===== config.mk =====
export PLATFORM = sky130hd
export DESIGN_NAME = jt6295_accmix_flat
export DESIGN_NICKNAME = d
export VERILOG_FILES = /design/src/rtl/jt6295_accmix_if.sv /design/src/rtl/jt6295_accmix.sv /design/src/flat_wrapper.sv
export SDC_FILE = /design/constraint.sdc
export NUM_CORES = 1
export LEC_CHECK = 0
export ABC_AREA = 0
export BUFFER_PORTS_ARGS = -buffer_cell sky130_fd_sc_hd__clkbuf_2
export CAP_MARGIN = 20
export CORE_ASPECT_RATIO = 1.1
export CORE_UTILIZATION = 40
export DETAILED_ROUTE_END_ITERATION = 10
export GPL_TIMING_DRIVEN = 0
export PLACE_DENSITY = 0.61
export SYNTH_ARGS = -nofsm -noshare
export SYNTH_HDL_FRONTEND = slang
export SYNTH_SLANG_ARGS = --single-unit

===== constraint.sdc =====
create_clock -name clk -period 2.9 [get_ports clk]
set_clock_uncertainty 0.1 [all_clocks]
set_input_delay 0.725 -clock clk [delete_from_list [all_inputs] [get_ports clk]]
set_output_delay 0.725 -clock clk [all_outputs]
set_load 0.01 [all_outputs]

===== src/rtl/jt6295_accmix_if.sv =====
// Voice-slot bus between the ADPCM voice decoder (master) and the accumulating mixer (slave).
interface jt6295_accmix_if #(
    parameter int unsigned IW = 12,
    parameter int unsigned OW = 14
);
    logic                 cen;
    logic                 cen_ch;
    logic signed [IW-1:0] sound_in;
    logic signed [OW-1:0] sound_out;
    logic                 sample;
    logic                 overrun;

    modport master (
        output cen, cen_ch, sound_in,
        input  sound_out, sample, overrun
    );

    modport slave (
        input  cen, cen_ch, sound_in,
        output sound_out, sample, overrun
    );
endinterface


===== src/rtl/jt6295_accmix.sv =====
// Voice mixer/decimator: sums CH voice slots per frame, saturates to OW bits.
// Define JT6295_INTERP_EN for per-slot linear interpolation instead of a frame-long hold.
module jt6295_accmix #(
    parameter int unsigned CH = 4,
    parameter int unsigned IW = 12,
    parameter int unsigned OW = 14
) (
    input logic            clk,
    input logic            rst,
    jt6295_accmix_if.slave bus
);
    localparam int unsigned LW = $clog2(CH);
    localparam int unsigned AW = IW + LW;
    localparam int unsigned SW = AW + 1;
    localparam int unsigned CW = (SW > OW ? SW : OW) + 1;
    localparam logic [LW:0] SLOTS = CH[LW:0];
    localparam logic signed [CW-1:0] OMAX = {{(CW-OW+1){1'b0}}, {(OW-1){1'b1}}};
    localparam logic signed [CW-1:0] OMIN = {{(CW-OW+1){1'b1}}, {(OW-1){1'b0}}};

    // Widen first so the same compare works whether AW is above or below OW.
    function automatic logic signed [OW-1:0] sat(input logic signed [SW-1:0] x);
        logic signed [CW-1:0] xe;
        xe = {{(CW-SW){x[SW-1]}}, x};
        if (xe > OMAX) return OMAX[OW-1:0];
        if (xe < OMIN) return OMIN[OW-1:0];
        return xe[OW-1:0];
    endfunction

    logic signed [AW-1:0] smp;
    logic signed [AW-1:0] acc_q, acc_d;
    logic signed [AW-1:0] cur_q, cur_d;
    logic [LW:0]          slot_q, slot_d;
    logic signed [OW-1:0] out_q, out_d;
    logic                 sample_q, sample_d;
    logic                 overrun_q, overrun_d;

    always_comb begin
        smp = {{LW{bus.sound_in[IW-1]}}, bus.sound_in};
    end

    // A sample on a cen cycle opens the new frame; cur takes the finished sum.
    always_comb begin
        acc_d     = acc_q;
        slot_d    = slot_q;
        cur_d     = cur_q;
        overrun_d = 1'b0;
        if (bus.cen) begin
            cur_d  = acc_q;
            acc_d  = bus.cen_ch ? smp : '0;
            slot_d = bus.cen_ch ? (LW+1)'(1) : '0;
        end else if (bus.cen_ch) begin
            if (slot_q < SLOTS) begin
                acc_d  = acc_q + smp;
                slot_d = slot_q + (LW+1)'(1);
            end else begin
                overrun_d = 1'b1;
            end
        end
    end

`ifdef JT6295_INTERP_EN
    localparam int unsigned PW = SW + LW + 1;
    localparam logic [LW-1:0] STEP_MAX = LW'(CH - 1);

    logic signed [AW-1:0] prev_q, prev_d;
    logic [LW-1:0]        step_q, step_d;
    logic signed [SW-1:0] diff, shf, yv;
    logic signed [PW-1:0] dx, kx, prod;

    // Interpolate from the post-update frame pair so slot 0 of a frame yields exactly prev.
    always_comb begin
        prev_d = bus.cen ? cur_q : prev_q;
        if (bus.cen) begin
            step_d = '0;
        end else if (bus.cen_ch && step_q != STEP_MAX) begin
            step_d = step_q + LW'(1);
        end else begin
            step_d = step_q;
        end
        diff     = {cur_d[AW-1], cur_d} - {prev_d[AW-1], prev_d};
        dx       = {{(LW+1){diff[SW-1]}}, diff};
        kx       = {{(SW+1){1'b0}}, step_d};
        prod     = dx * kx;
        shf      = SW'(prod >>> LW);
        yv       = {prev_d[AW-1], prev_d} + shf;
        out_d    = bus.cen_ch ? sat(yv) : out_q;
        sample_d = bus.cen_ch;
    end

    always_ff @(posedge clk) begin
        if (rst) begin
            prev_q <= '0;
            step_q <= '0;
        end else begin
            prev_q <= prev_d;
            step_q <= step_d;
        end
    end
`else
    always_comb begin
        out_d    = bus.cen ? sat({cur_d[AW-1], cur_d}) : out_q;
        sample_d = bus.cen;
    end
`endif

    always_ff @(posedge clk) begin
        if (rst) begin
            acc_q     <= '0;
            cur_q     <= '0;
            slot_q    <= '0;
            out_q     <= '0;
            sample_q  <= 1'b0;
            overrun_q <= 1'b0;
        end else begin
            acc_q     <= acc_d;
            cur_q     <= cur_d;
            slot_q    <= slot_d;
            out_q     <= out_d;
            sample_q  <= sample_d;
            overrun_q <= overrun_d;
        end
    end

    always_comb begin
        bus.sound_out = out_q;
        bus.sample    = sample_q;
        bus.overrun   = overrun_q;
    end
endmodule

===== src/flat_wrapper.sv =====
// flat-port wrapper written by rule: the top's interface ports become plain ports
module jt6295_accmix_flat 
#(
    parameter int unsigned CH = 4,
    parameter int unsigned IW = 12,
    parameter int unsigned OW = 14
)
  (clk, rst, bus_cen, bus_cen_ch, bus_sound_in, bus_sound_out, bus_sample, bus_overrun);
  jt6295_accmix_if #(.IW(IW), .OW(OW)) bus_i ();
  input logic clk;
  input logic rst;
  input wire logic [$bits(bus_i.cen)-1:0] bus_cen;
  input wire logic [$bits(bus_i.cen_ch)-1:0] bus_cen_ch;
  input wire logic [$bits(bus_i.sound_in)-1:0] bus_sound_in;
  output wire logic [$bits(bus_i.sound_out)-1:0] bus_sound_out;
  output wire logic [$bits(bus_i.sample)-1:0] bus_sample;
  output wire logic [$bits(bus_i.overrun)-1:0] bus_overrun;
  assign bus_i.cen = bus_cen;
  assign bus_i.cen_ch = bus_cen_ch;
  assign bus_i.sound_in = bus_sound_in;
  assign bus_sound_out = bus_i.sound_out;
  assign bus_sample = bus_i.sample;
  assign bus_overrun = bus_i.overrun;
  jt6295_accmix #(.CH(CH), .IW(IW), .OW(OW)) u_core (.clk(clk), .rst(rst), .bus(bus_i));
endmodule

# Word-level counts from Yosys, hierarchy flattened
# Cells that the tools add are included.
[totals]
reg_bits = 47
inputBits = 16
out_inout_bits = 16
wordCells = 33
[classes]
addsub = 2
order_cmp = 3
muxes = 17
bitwise = 1
reduce_logical = 4
[op_table]
columns = ["op", "n"]
rows = [
  ["14-bit 2-to-1 mux", 9],
  ["14-bit by 12-bit adder with 14-bit output", 1],
  ["14-bit greater-than comparator (second input constant)", 1],
  ["14-bit less-than comparator (second input constant)", 1],
  ["3-bit 2-to-1 mux", 3],
  ["1-bit 2-to-1 mux", 5],
  ["2-bit nonzero test", 2],
  ["3-bit by 1-bit adder with 3-bit output (second input constant)", 1],
  ["3-bit less-than comparator (second input constant)", 1],
  ["3-bit OR reduction", 1],
  ["2-bit AND reduction", 1],
  ["1-bit NOT", 1],
]

# Depth between registers and ports, before layout
[logic_depth]
word_depth = 6
mapped_depth = 8
ltp_nobuf = 8

# Least setup slack after synthesis
# No wires, ideal clock.
[synth_path]
kind = "input to register"
startpoint = "in bus_sound_in[0]"
endpoint = "reg u_core.acc_q[8]"
setup_time_ps = 95
arrival_ps = 2450
required_ps = 2705
setup_slack_ps = 254
path_stages = 7
n_path_buf = 0
cell_sequence = "ha_1 > fa_1 > a21oi_1 > o21ai_0 > a2111oi_0 > o31ai_1 > a221oi_1"
[synth_via]
elab_chain_len = 4
[synth_rtl]
columns = ["element", "line_no", "text"]
rows = [
  ["from (decl)", "flat_wrapper.sv:14", "input wire logic [$bits(bus_i.sound_in)-1:0] bus_sound_in;"],
  ["14-bit by 12-bit adder with 14-bit output", "jt6295_accmix.sv:53", "acc_d = acc_q + smp;"],
  ["14-bit 2-to-1 mux", "jt6295_accmix.sv:52", "if (slot_q < SLOTS) begin"],
  ["14-bit 2-to-1 mux", "jt6295_accmix.sv:51", "end else if (bus.cen_ch) begin"],
  ["14-bit 2-to-1 mux", "jt6295_accmix.sv:47", "if (bus.cen) begin"],
  ["to (signal assigned)", "jt6295_accmix.sv:108", "acc_q <= '0;"],
  ["to (signal assigned)", "jt6295_accmix.sv:115", "acc_q <= acc_d;"],
  ["to (decl)", "jt6295_accmix.sv:30", "logic signed [AW-1:0] acc_q, acc_d;"],
]
# No other way between the ends. The select of a mux whose other input is x is not followed.
# A chain may end at the register's enable or synchronous reset.

# Final worst setup path
# Ends and elaborated chain as after synthesis.

==> run_results.csv <==
group,metric,value,unit
run_status,status,"complete, no violations",
die,die-area,5190,sq um
power_and_ir_drop,ir_drop,0.000157,V
critical_path,cp.arrival,2.82,ns
grt,grt_pass1_vias,1523,
clocking,ctsHoldBuffers,0,
clocking,cts_tree,"done",
final_layout,diodes,0,
logic_synthesis,synth_top_family_by_area,"compound AO/OA/AOI/OAI gates",
logic_synthesis,muxShareOfSynthArea,0.510,%
timing,finalHoldViolCount,0,
final_layout,num-nets-final,317,
critical_path,reg2reg_slack,0.39,ns
die,start_util,41.9,%
power_and_ir_drop,leakage,0.000962,uW
critical_path,path_max_fanout,5,
logic_synthesis,post_synth_inst_count,248,
grt,grt_max_degree,11,
detailed_routing,drt_iter0_markers,126,
final_layout,area_growth_syn_to_layout,17.0,%
logic_synthesis,yosysSeqAreaShare,33.7,%
critical_path,crit_type,"primary input to flop",
logic_synthesis,synth_xor_area_share,4.02,%
grt,grt_pass1_wl,7.54,mm
timing,grt_setup_unrepaired,"false",
logic_synthesis,synth-main-ff-cell,"dfxtp_1",
detailed_routing,drcViolationCount,0,
grt,globalRouteTotalUtil,19.8,%
placed_design,place_hpwl,3.58,mm
timing,setup_viol,0,
timing,worst_pin_slew,0.690,ns
final_layout,sequential_cell_area,661,sq um
logic_synthesis,ys_types,45,
detailed_routing,vias,1858,
critical_path,required,2.99,ns
detailed_routing,via_per_inst,5.42,
grt,overflow,0,
logic_synthesis,synth_area,1960,sq um
placed_design,gp_congestion,0.799,
die,die_h,75.5,um
clocking,cts_setup_buffers,0,
clocking,clk_latency,0.28,ns
logic_synthesis,synth_edf_count,0,
logic_synthesis,syn_area_per_cell,7.92,sq um
final_layout,multi_input_area,1220,sq um
critical_path,end_kind,"flop",
detailed_routing,routed_wl,4.69,mm
timing,period_share,94.3,%
final_layout,mostFrequentLayoutCells,"41 x nand2_1, 38 x a21oi_1, 33 x dfxtp_1",
logic_synthesis,yosysWarnings,0,
logic_synthesis,synthAdderAreaFrac,9.94,%
logic_synthesis,ys_ff_latch,33,
detailed_routing,ant_nets,0,
clocking,cts_num_sinks,33,
final_layout,drive_above_1_share,16.0,%
die,design.core.area,4680,sq um
logic_synthesis,synthArstFlopShare,0,%
grt,antenna_found_initial,0,
logic_synthesis,synthSimpleGateAreaFrac,22.3,%
final_layout,fill_cells,488,
die,die_x,68.8,um
critical_path,crit_path_start_kind,"primary input",
flow_run,cap_viol_max_count,0,
die,boundaryPins,32,
clocking,cts-buffers-inserted,5,
placed_design,placement.io_buffers,31,
timing,slew_viol_final,0,
hold_path,min_path_type,"flop to flop",
timing,min_period,2.73,ns
timing,fmax,0.366,GHz
die,rows,26,
logic_synthesis,synth_nets,279,
clocking,clockRootBuffer,"clkbuf_8",
detailed_routing,wl_per_cell,13.7,um
clocking,htreeDepth,2,
power_and_ir_drop,fin_total_pwr,1150,uW
detailed_routing,dr.pass1.iters,4,
timing,relSlewSlack,53.5,%
timing,fin_tns_setup,0,ns
clocking,clkSlewWorstSetupHoldPaths,0.06,ns
clocking,cts.path.max_buffers,2,
final_layout,final_common_cell,"nand2_1",
logic_synthesis,synth-compound-area-share,25.3,%
power_and_ir_drop,powerDensity,500,nW/um^2
-- state kept, by name, indices dropped and copies added, names as in the netlist --
| name | flops |
|---|---|
| u_core.bus.sound_out | 14 |
| u_core.acc_q | 14 |
| u_core.bus.sample | 1 |
| u_core.bus.overrun | 1 |
| u_core.slot_q | 3 |
-- final cells by class --
| class | count | share of cell area, % |
|---|---|---|
| multi-input cells | 193 | 53.4 |
| flip-flops and latches | 33 | 28.8 |
| repair buffers | 31 | 6.76 |
| clock buffers | 7 | 4.20 |
| well taps | 56 | 3.05 |
| plain buffers | 18 | 3.00 |
| inverters | 4 | 0.654 |
| clock inverters | 1 | 0.218 |
-- synthesized netlist by cell type, types with 2 or more instances --
library cell / n / area share [%]
nand2_1: 41 / 7.8
a21oi_1: 38 / 9.7
dfxtp_1: 33 / 34
clkbuf_1: 16 / 3.1
nand2b_1: 16 / 5.1
ha_1: 14 / 8.9
nor2_1: 10 / 1.9
o21ai_0: 8 / 2.0
xnor2_1: 7 / 3.1
a22oi_1: 5 / 1.9
inv_1: 4 / 0.76
nand3_1: 4 / 1.0
nor3_1: 4 / 1.0
a21o_1: 3 / 1.1
a221oi_1: 3 / 1.3
and3_1: 3 / 0.96
nor2b_1: 3 / 0.96
a2111oi_0: 2 / 0.89
a211oi_1: 2 / 0.76
a311oi_1: 2 / 0.89
o21bai_1: 2 / 0.76
o22ai_1: 2 / 0.64
o31ai_1: 2 / 0.76
or4_1: 2 / 0.76
xor2_1: 2 / 0.89
-- cells by family after synthesis --
kind of cell             after synthesis
flip-flops                            33
AND/OR/NAND/NOR                       90
adder cells (fa/ha/maj)               15
AO/OA/AOI/OAI                         78
XOR/XNOR                               9
multiplexers                           1
buffers and inverters                 22
-- critical path, stage by stage --
cell and delay (ns):
clkbuf_2 0.09, ha_1 0.22, fa_1 0.40, a21oi_1 0.22, o21ai_0 0.27, a2111oi_2 0.45
o31ai_1 0.13, a221oi_1 0.30
-- path summary, 6_finish.rpt --
check	cells past startpoint	start	endpoint
max	8	bus_sound_in[0]	u_core.acc_q[8]
min	2	u_core.bus.sound_out[2]	u_core.bus.sound_out[2]
max reg2reg	7	u_core.acc_q[0]	u_core.acc_q[8]
min reg2reg	2	u_core.bus.sound_out[2]	u_core.bus.sound_out[2]
-- per-layer routing --
metal  routed length (um)  track usage (%)
met1                 2320             28.6
met2                 2100             29.4
met3                  232             3.89
met4                   37             6.12
met5                    0                0
-- where the power goes --
group | internal (uW) | switching [uW]
clock | 214 | 166
combinational | 111 | 156
sequential | 479 | 20.6
total | 805 | 343
-- repair_timing --
item	CTS	global route
resized for setup	0	2
setup endpoints to repair	0	1
hold endpoints to repair	0	0
-- through the flow --
step	util [%]	hold slack (ns)	cells	cell area [sq um]	setup WS [ns]
after floorplan	-	0.348	248	1960	0.254
after global placement	46.7	0.359	335	2190	-0.167
after detailed placement	46.7	0.360	335	2190	-0.187
after CTS	48.9	0.372	343	2290	0.0998
after global routing	49.0	0.386	343	2300	0.0818
final	49.0	0.370	343	2300	0.167
Note: power is estimated with default switching activity, not from simulation.
